[src/rtl/image_read_seq_if.sv]
// Control handshake and RAM read bus of image_read_seq.
// master = sequencer side, slave = frame controller / pixel consumer side.
interface image_read_seq_if #(
    parameter int ROWS     = 8,
    parameter int COLS     = 8,
    parameter int CHANNELS = 3
);
    localparam int N  = ROWS * COLS * CHANNELS;
    localparam int AW = $clog2(N);
    localparam int RW = $clog2(ROWS);
    localparam int CW = $clog2(COLS);
    localparam int KW = (CHANNELS > 1) ? $clog2(CHANNELS) : 1;

    logic          start;
    logic          mode;
    logic          stall;
    logic          data_done;
    logic          busy;
    logic          enable_a;
    logic [AW-1:0] addr;
    logic [AW-1:0] addr_dly;
    logic          valid_dly;
    logic [RW-1:0] row_dly;
    logic [CW-1:0] col_dly;
    logic [KW-1:0] cha_dly;
    logic          data_rdy;

    modport master (
        input  start, mode, stall, data_done,
        output busy, enable_a, addr, addr_dly, valid_dly,
               row_dly, col_dly, cha_dly, data_rdy
    );

    modport slave (
        output start, mode, stall, data_done,
        input  busy, enable_a, addr, addr_dly, valid_dly,
               row_dly, col_dly, cha_dly, data_rdy
    );
endinterface

[src/rtl/image_read_seq.sv]
// Read-address sequencer for a ROWS x COLS x CHANNELS frame buffer with MEM_LAT read latency.
// Optional IMG_READ_SEQ_PERF_EN adds a saturating frame_cycles counter of READ+DRAIN cycles.
module image_read_seq #(
    parameter int ROWS     = 8,
    parameter int COLS     = 8,
    parameter int CHANNELS = 3,
    parameter int MEM_LAT  = 2
) (
    input  logic             clk,
    input  logic             reset,
    image_read_seq_if.master bus
`ifdef IMG_READ_SEQ_PERF_EN
    ,
    output logic [15:0]      frame_cycles
`endif
);
    localparam int N  = ROWS * COLS * CHANNELS;
    localparam int AW = $clog2(N);
    localparam int RW = $clog2(ROWS);
    localparam int CW = $clog2(COLS);
    localparam int KW = (CHANNELS > 1) ? $clog2(CHANNELS) : 1;
    localparam int DW = $clog2(MEM_LAT + 1);

    typedef enum logic [1:0] {IDLE, READ, DRAIN, WAIT} state_t;

    typedef struct packed {
        logic          valid;
        logic [AW-1:0] addr;
        logic [RW-1:0] row;
        logic [CW-1:0] col;
        logic [KW-1:0] cha;
    } stage_t;

    state_t        state, state_nxt;
    logic [DW-1:0] drain_cnt;
    logic [RW-1:0] row, row_nxt;
    logic [CW-1:0] col, col_nxt;
    logic [KW-1:0] cha, cha_nxt;
    logic          mode_q;
    logic          enable_c;
    logic          start_acc;
    logic          row_wrap, col_wrap, cha_wrap, last_coord;
    logic [AW-1:0] addr_c;
    stage_t        pipe [MEM_LAT];

    assign start_acc  = (state == IDLE) && bus.start && !bus.data_done;
    assign row_wrap   = (row == RW'(ROWS - 1));
    assign col_wrap   = (col == CW'(COLS - 1));
    assign cha_wrap   = (cha == KW'(CHANNELS - 1));
    assign last_coord = row_wrap && col_wrap && cha_wrap;
    assign addr_c     = AW'(cha) * AW'(ROWS * COLS) + AW'(row) * AW'(COLS) + AW'(col);

    always_ff @(posedge clk or negedge reset) begin
        if (!reset) state <= IDLE;
        else        state <= state_nxt;
    end

    always_comb begin
        state_nxt = state;
        enable_c  = 1'b0;
        case (state)
            IDLE:  if (start_acc) state_nxt = READ;
            READ: begin
                enable_c = !bus.stall;
                if (enable_c && last_coord) state_nxt = DRAIN;
            end
            DRAIN: if (drain_cnt == DW'(MEM_LAT - 1)) state_nxt = WAIT;
            WAIT:  if (bus.data_done) state_nxt = IDLE;
            default: state_nxt = IDLE;
        endcase
    end

    always_ff @(posedge clk or negedge reset) begin
        if (!reset)               drain_cnt <= '0;
        else if (state == DRAIN)  drain_cnt <= drain_cnt + DW'(1);
        else                      drain_cnt <= '0;
    end

    // Planar walks col->row->cha, interleaved walks cha->col->row; carries ripple on wrap.
    always_comb begin
        row_nxt = row;
        col_nxt = col;
        cha_nxt = cha;
        if (!mode_q) begin
            col_nxt = col_wrap ? '0 : col + CW'(1);
            if (col_wrap) begin
                row_nxt = row_wrap ? '0 : row + RW'(1);
                if (row_wrap) cha_nxt = cha_wrap ? '0 : cha + KW'(1);
            end
        end else begin
            cha_nxt = cha_wrap ? '0 : cha + KW'(1);
            if (cha_wrap) begin
                col_nxt = col_wrap ? '0 : col + CW'(1);
                if (col_wrap) row_nxt = row_wrap ? '0 : row + RW'(1);
            end
        end
    end

    always_ff @(posedge clk or negedge reset) begin
        if (!reset) begin
            row    <= '0;
            col    <= '0;
            cha    <= '0;
            mode_q <= 1'b0;
        end else if (start_acc) begin
            row    <= '0;
            col    <= '0;
            cha    <= '0;
            mode_q <= bus.mode;
        end else if (enable_c) begin
            row <= row_nxt;
            col <= col_nxt;
            cha <= cha_nxt;
        end
    end

    // Free-running alignment line so *_dly lines up with RAM data regardless of stall.
    always_ff @(posedge clk or negedge reset) begin
        if (!reset) begin
            for (int i = 0; i < MEM_LAT; i++) pipe[i] <= '0;
        end else begin
            pipe[0] <= '{valid: enable_c, addr: addr_c, row: row, col: col, cha: cha};
            for (int i = 1; i < MEM_LAT; i++) pipe[i] <= pipe[i-1];
        end
    end

    assign bus.enable_a  = enable_c;
    assign bus.addr      = addr_c;
    assign bus.busy      = (state == READ) || (state == DRAIN);
    assign bus.data_rdy  = (state == WAIT);
    assign bus.valid_dly = pipe[MEM_LAT-1].valid;
    assign bus.addr_dly  = pipe[MEM_LAT-1].addr;
    assign bus.row_dly   = pipe[MEM_LAT-1].row;
    assign bus.col_dly   = pipe[MEM_LAT-1].col;
    assign bus.cha_dly   = pipe[MEM_LAT-1].cha;

`ifdef IMG_READ_SEQ_PERF_EN
    always_ff @(posedge clk or negedge reset) begin
        if (!reset)
            frame_cycles <= '0;
        else if (start_acc)
            frame_cycles <= '0;
        else if (((state == READ) || (state == DRAIN)) && (frame_cycles != 16'hFFFF))
            frame_cycles <= frame_cycles + 16'd1;
    end
`endif
endmodule
[src/flat_wrapper.sv]
// flat-port wrapper written by rule: the top's interface ports become plain ports
module image_read_seq_flat 
#(
    parameter int ROWS     = 8,
    parameter int COLS     = 8,
    parameter int CHANNELS = 3,
    parameter int MEM_LAT  = 2
)
  (clk, reset, bus_start, bus_mode, bus_stall, bus_data_done, bus_busy, bus_enable_a, bus_addr, bus_addr_dly, bus_valid_dly, bus_row_dly, bus_col_dly, bus_cha_dly, bus_data_rdy);
  image_read_seq_if #(.ROWS(ROWS), .COLS(COLS), .CHANNELS(CHANNELS)) bus_i ();
  input  logic clk;
  input  logic reset;
  input wire logic [$bits(bus_i.start)-1:0] bus_start;
  input wire logic [$bits(bus_i.mode)-1:0] bus_mode;
  input wire logic [$bits(bus_i.stall)-1:0] bus_stall;
  input wire logic [$bits(bus_i.data_done)-1:0] bus_data_done;
  output wire logic [$bits(bus_i.busy)-1:0] bus_busy;
  output wire logic [$bits(bus_i.enable_a)-1:0] bus_enable_a;
  output wire logic [$bits(bus_i.addr)-1:0] bus_addr;
  output wire logic [$bits(bus_i.addr_dly)-1:0] bus_addr_dly;
  output wire logic [$bits(bus_i.valid_dly)-1:0] bus_valid_dly;
  output wire logic [$bits(bus_i.row_dly)-1:0] bus_row_dly;
  output wire logic [$bits(bus_i.col_dly)-1:0] bus_col_dly;
  output wire logic [$bits(bus_i.cha_dly)-1:0] bus_cha_dly;
  output wire logic [$bits(bus_i.data_rdy)-1:0] bus_data_rdy;
  assign bus_i.start = bus_start;
  assign bus_i.mode = bus_mode;
  assign bus_i.stall = bus_stall;
  assign bus_i.data_done = bus_data_done;
  assign bus_busy = bus_i.busy;
  assign bus_enable_a = bus_i.enable_a;
  assign bus_addr = bus_i.addr;
  assign bus_addr_dly = bus_i.addr_dly;
  assign bus_valid_dly = bus_i.valid_dly;
  assign bus_row_dly = bus_i.row_dly;
  assign bus_col_dly = bus_i.col_dly;
  assign bus_cha_dly = bus_i.cha_dly;
  assign bus_data_rdy = bus_i.data_rdy;
  image_read_seq #(.ROWS(ROWS), .COLS(COLS), .CHANNELS(CHANNELS), .MEM_LAT(MEM_LAT)) u_core (.clk(clk), .reset(reset), .bus(bus_i));
endmodule
[config.mk]
export PLATFORM = sky130hd
export DESIGN_NAME = image_read_seq_flat
export DESIGN_NICKNAME = d
export VERILOG_FILES = /design/src/rtl/image_read_seq_if.sv /design/src/rtl/image_read_seq.sv /design/src/flat_wrapper.sv
export SDC_FILE = /design/constraint.sdc
export NUM_CORES = 1
export LEC_CHECK = 0
export CORE_UTILIZATION = 47
export CTS_CLUSTER_SIZE = 40
export DETAILED_ROUTE_END_ITERATION = 8
export PLACE_DENSITY = 0.85
export RECOVER_POWER = 100
export SLEW_MARGIN = 5
export SYNTH_ARGS = -nofsm -noshare
export SYNTH_HDL_FRONTEND = slang
export SYNTH_SLANG_ARGS = --single-unit
[constraint.sdc]
create_clock -name clk -period 2.4 [get_ports clk]
set_input_delay 0.36 -clock clk [delete_from_list [all_inputs] [get_ports clk]]
set_output_delay 0.36 -clock clk [all_outputs]
set_load 0.02 [all_outputs]
# --- Yosys cells after proc, flatten, opt, wreduce, memory -nomap -nowiden ---
# Index checks and enable logic that the tools add are counted.
totals:
  register_bits: 47
  inputBits: 6
  elab_cells: 73
op_classes:
  add_sub_neg: 6
  eq_ne: 12
  mux: 24
  n_reduce_logical: 15
op_table:
  columns: ["operator", "n"]
  rows:
  - ["3-bit two-way mux", 11]
  - ["2-bit two-way mux", 11]
  - ["8-bit by 3-bit adder with 8-bit output", 1]
  - ["8-bit by 6-bit adder with 8-bit output", 1]
  - ["2-bit case mux with 4 select lines", 1]
  - ["3-bit by 1-bit adder with 3-bit output, second input constant", 2]
  - ["2-bit == test, second input constant", 3]
  - ["3-bit == test, second input constant", 2]
  - ["2-bit by 1-bit inequality test with 1-bit output, second input constant", 3]
  - ["3-bit nonzero test", 2]
  - ["1-bit logical AND", 5]
  - ["2-bit by 1-bit adder with 2-bit output, second input constant", 2]
  - ["2-bit by 1-bit == test with 1-bit output, second input constant", 2]
  - ["4-bit AND reduction", 1]
  - ["3-bit inequality test, second input constant", 1]
  - ["3-bit AND reduction", 1]
  - ["1-bit zero test", 2]
  - ["2-bit zero test", 1]
  - ["2-bit inequality test, second input constant", 1]
  - ["2-bit AND reduction", 1]
  - ["2-bit nonzero test", 1]
  - ["1-bit logical OR", 1]
  - ["1-bit two-way mux", 1]

# --- Depth between registers and ports, before layout ---
logic_depth:
  depth_word: 7
  mapped_depth: 6

# --- Worst setup path after synthesis ---
# OpenSTA, ideal clock, no wires.
synth_timing:
  path_type: "register to register"
  startpoint: "register u_core.col[0]"
  endpoint: "register u_core.state[1]"
  setup_ns: 0.125
  arrival_ns: 1.691
  slack_ns: 0.584
  stages_incl_launch_ff: 7
  period_less_slack_ns: 1.816
  path_cell_list: "dfrtp_1 -> ha_1 -> ha_1 -> and4bb_2 -> nand2_1 -> a221o_1 -> mux2_2"
synth_via:
  elab_chain_cells: 6
synth_lines:
  columns: ["item", "line", "source"]
  rows:
  - ["start: declaration", "image_read_seq.sv:37", "logic [CW-1:0] col, col_nxt;"]
  - ["start signal: assignment", "image_read_seq.sv:112", "col <= col_nxt;"]
  - ["3-bit == test", "image_read_seq.sv:48", "assign col_wrap = (col == CW'(COLS - 1));"]
  - ["1-bit logical AND (2 in a row)", "image_read_seq.sv:50", "assign last_coord = row_wrap && col_wrap && cha_wrap;"]
  - ["1-bit logical AND", "image_read_seq.sv:65", "if (enable_c && last_coord) state_nxt = DRAIN;"]
  - ["2-bit by 1-bit inequality test with 1-bit output (no line)", null, null]
  - ["4-bit AND reduction (no line)", null, null]
  - ["end signal: assignment", "image_read_seq.sv:55", "else state <= state_nxt;"]
  - ["end: declaration", "image_read_seq.sv:34", "state_t state, state_nxt;"]
# No other way between the ends.
# A chain may end at the register's enable or synchronous reset.

# --- Final worst setup path ---
layout_timing:
  startpoint: "register u_core.state[0]"
  endpoint: "output bus_busy"
layout_via:
  elab_chain_cells: 2
  elab_cells_between_ends: 3
  cone_classes: "eq/ne: 2; reduce/logical: 1"
layout_lines:
  columns: ["item", "line", "source"]
  rows:
  - ["2-bit by 1-bit == test with 1-bit output / 2-bit == test (equally long branches)", "image_read_seq.sv:129", "assign bus.busy = (state == READ) || (state == DRAIN);"]
  - ["1-bit logical OR (*)", "image_read_seq.sv:129", null]
  - ["end: declaration", "flat_wrapper.sv:17", "output wire logic [$bits(bus_i.busy)-1:0] bus_busy;"]
# Every way passes the cells marked *; elsewhere a longest branch is shown, timed or not.

==> impl_metrics.py <==
metrics = {
    "global_routing": {
        "grt_overflow": 0,
        "grt_pass1_wl_mm": 3.33,
        "antenna_found_initial": 0,
        "grt_pass1_vias": 763,
        "gr-usage-all-layers_pct": 17.1,
        "grt_max_degree": 32,
    },
    "finish": {
        "fin_cells": 161,
        "area_growth_pct": 23.4,
        "drive_gt1_share_pct": 7.63,
        "finalNetCount": 147,
        "antennaDiodeCount": 0,
        "fill_cells": 206,
    },
    "routing": {
        "dr_total_vias": 817,
        "wl_per_cell_um": 12.1,
        "first_pass_iters": 4,
        "routed_wl_mm": 1.96,
        "drt_iter0_markers": 4,
        "antenna_left": 0,
        "drc": 0,
        "vias_per_cell": 5.07,
    },
    "clock_network": {
        "clock-sinks": 31,
        "cts-buffers-inserted": 5,
        "clk_pin_slew_worst_paths_ns": 0.09,
        "cts_root_buf": "clkbuf_4",
        "htree_levels": 2,
        "cts_buffer_depth": 2,
        "cts_hold_buffers": 0,
        "clk_latency_ns": 0.32,
        "cts_tree": "yes",
    },
    "yosys": {
        "synth.area.top_cells": "dfrtp_1, ha_1, buf_4, mux2i_1, nor2_1",
        "yosysUniqueCellTypes": 15,
        "syn_area_um2": 1300,
        "ys_top_cells_by_count": "dfrtp_1, buf_4, nor2_1, ha_1, inv_1",
        "syn_inst": 105,
        "yosysWarnings": 0,
        "synth_nets": 121,
        "async_flop_share_pct": 100,
        "ys_seq_elements": 31,
        "ys_seq_area_share_pct": 59.6,
        "yosysTopAreaCellShare_pct": 59.6,
        "yosysTopAreaCell": "dfrtp_1",
        "synth_edf_count": 0,
        "syn_avg_cell_area_um2": 12.4,
        "synth.most_common_cell": "dfrtp_1",
        "synthFlopType": "dfrtp_1",
    },
    "place": {
        "port_buffers": 33,
        "dpl.hpwl_mm": 1.51,
        "placed_cells": 154,
        "gp_congestion": 0.758,
    },
    "timing": {
        "setup_violations": 0,
        "max_slew_margin_pct": -4.35,
        "setup_tns_ns": 0,
        "slew_violations": 32,
        "worst_slew_pin_slew_ns": 1.57,
        "finClkSkew_ns": 0.00837,
        "hold_viol_final": 0,
        "max_freq_ghz": 0.465,
        "fin_crit_sh_pct": 89.6,
        "rsz0062_at_grt": "false",
        "period_minus_slack_ns": 2.15,
    },
    "power": {
        "p_leak_nw": 0.824,
        "power_per_cell_area_nw_per_um2": 1260,
        "ir_worst_vdd_uv": 821,
    },
    "run_status": {
        "run_status": "finished with violations",
        "violations": "capacitance limit, slew limit",
    },
    "critical_path": {
        "arrival_ns": 1.79,
        "startpoint_type": "register",
        "reg2reg_from": "u_core.col[0]",
        "crit_fanout": 4,
        "r2r_end": "u_core.state[1]",
        "required_ns": 2.04,
        "path_class": "reg -> out",
        "reg2reg_depth": 6,
        "worst_setup_path_end_kind": "output pin",
        "rrSetupSlack_ns": 0.58,
        "endpoint": "bus_busy",
        "crit_start": "u_core.state[0]",
    },
    "flow_run": {
        "maxCapViolations": 1,
    },
    "floorplan": {
        "ios": 34,
        "dieArea_um2": 2990,
        "die_y_um": 54.6,
        "die_x_um": 54.6,
        "num_rows": 18,
        "core_area_um2": 2540,
        "start_util_pct": 51.2,
    },
    "worst_hold_path": {
        "hold_path.class": "reg -> reg",
    },
}
==> what timing repair did <==
| action | in CTS | in global routing |
|---|---|---|
| setup buffers | 0 | 0 |
| endpoints found under the setup margin | 0 | 1 |
| resized for setup | 0 | 1 |
==> worst max-delay path: stages (launching register included) <==
cell           delay, ns
dfrtp_1             0.39
inv_1               0.11
ha_1                0.31
dlygate4sd3_1       0.67
==> area by class of cell <==
cell class                 instances  area [um^2]  share of cell area [%]
clock buffer                       6         51.3                    3.19
clock inverter                     1         5.00                   0.311
inverter                           7         26.3                    1.63
multi-input combinational         51          380                    23.7
sequential                        31          776                    48.2
tap                               30         37.5                    2.33
timing repair buffer              35          332                    20.6
==> cells by family after synthesis <==
kind of cell             share of synthesized area [%]
buffers and inverters                             11.2
AO/OA/AOI/OAI                                     4.32
AND/OR/NAND/NOR                                   8.93
adder cells (fa/ha/maj)                           9.61
flip-flops                                        59.6
multiplexers                                      6.34
==> power breakdown <==
group          total (W)  internal [W]  switching [W]  leakage (nW)
registers       0.000851      0.000720       0.000131         0.408
logic           0.000887      0.000401       0.000486         0.381
clock network   0.000296      0.000135       0.000161        0.0341
==> how the worst min path moves through the flow <==
stage | startpoint | endpoint | slack, ns | cells after the start
6_report | u_core.pipe[30] | u_core.bus.addr_dly[5] | 0.36 | 0
5_1_grt | u_core.pipe[29] | u_core.bus.addr_dly[4] | 0.36 | 0
4_1_cts | u_core.pipe[25] | u_core.bus.addr_dly[0] | 0.36 | 0
3_5_place_dp | u_core.pipe[33] | u_core.bus.valid_dly | 0.34 | 0
3_3_place_gp | u_core.pipe[29] | u_core.bus.addr_dly[4] | 0.33 | 0
2_1_floorplan | reset | u_core.bus.addr_dly[0] | 0.06 | 0
==> cell usage in the layout (no fill, tap or decap) <==
cell type / count
a21oi_1: 6
a221o_1: 1
and4bb_2: 1
clkbuf_1: 3
clkbuf_4: 5
clkbuf_8: 1
clkdlybuf4s50_1: 4
clkinv_2: 1
dfrtp_1: 31
dlygate4sd3_1: 28
ha_1: 10
inv_1: 7
mux2_2: 2
mux2i_1: 6
nand2_1: 2
nand2b_1: 4
nand3b_1: 3
nor2_1: 13
o21ai_0: 2
o22ai_1: 1
==> layer usage <==
layer	routed length, um	part of all wire [%]	GRT usage (%)
met5	0	0	0
met2	1020	52	27.7
met1	754	39	18.6
met4	34	1.7	7.69
met3	147	7.5	8.33
==> through the flow <==
step | hold slack (ns) | total power [W] | instance area, um^2 | utilization, % | setup slack, ns
CTS | 0.359 | 0.00214 | 1620 | 63.7 | 0.146
detailed placement | 0.337 | 0.00185 | 1570 | 61.5 | 0.363
finish | 0.358 | 0.00203 | 1610 | 63.2 | 0.250
global placement | 0.333 | 0.00179 | 1570 | 61.5 | 0.378
floorplan | 0.0644 | 0.00151 | 1300 | - | 0.584
global route | 0.363 | 0.00221 | 1610 | 63.2 | 0.122
==> flip-flops by register name (all words and copies together) (netlist names) <==
register and cells:
u_core.col 3, u_core.bus.valid_dly 1, u_core.row 3, u_core.bus.addr_dly 8, u_core.drain_cnt 2, u_core.state 2, u_core.mode_q 1, u_core.cha 2
u_core.pipe 9
Power figures use the tool's default switching activity.
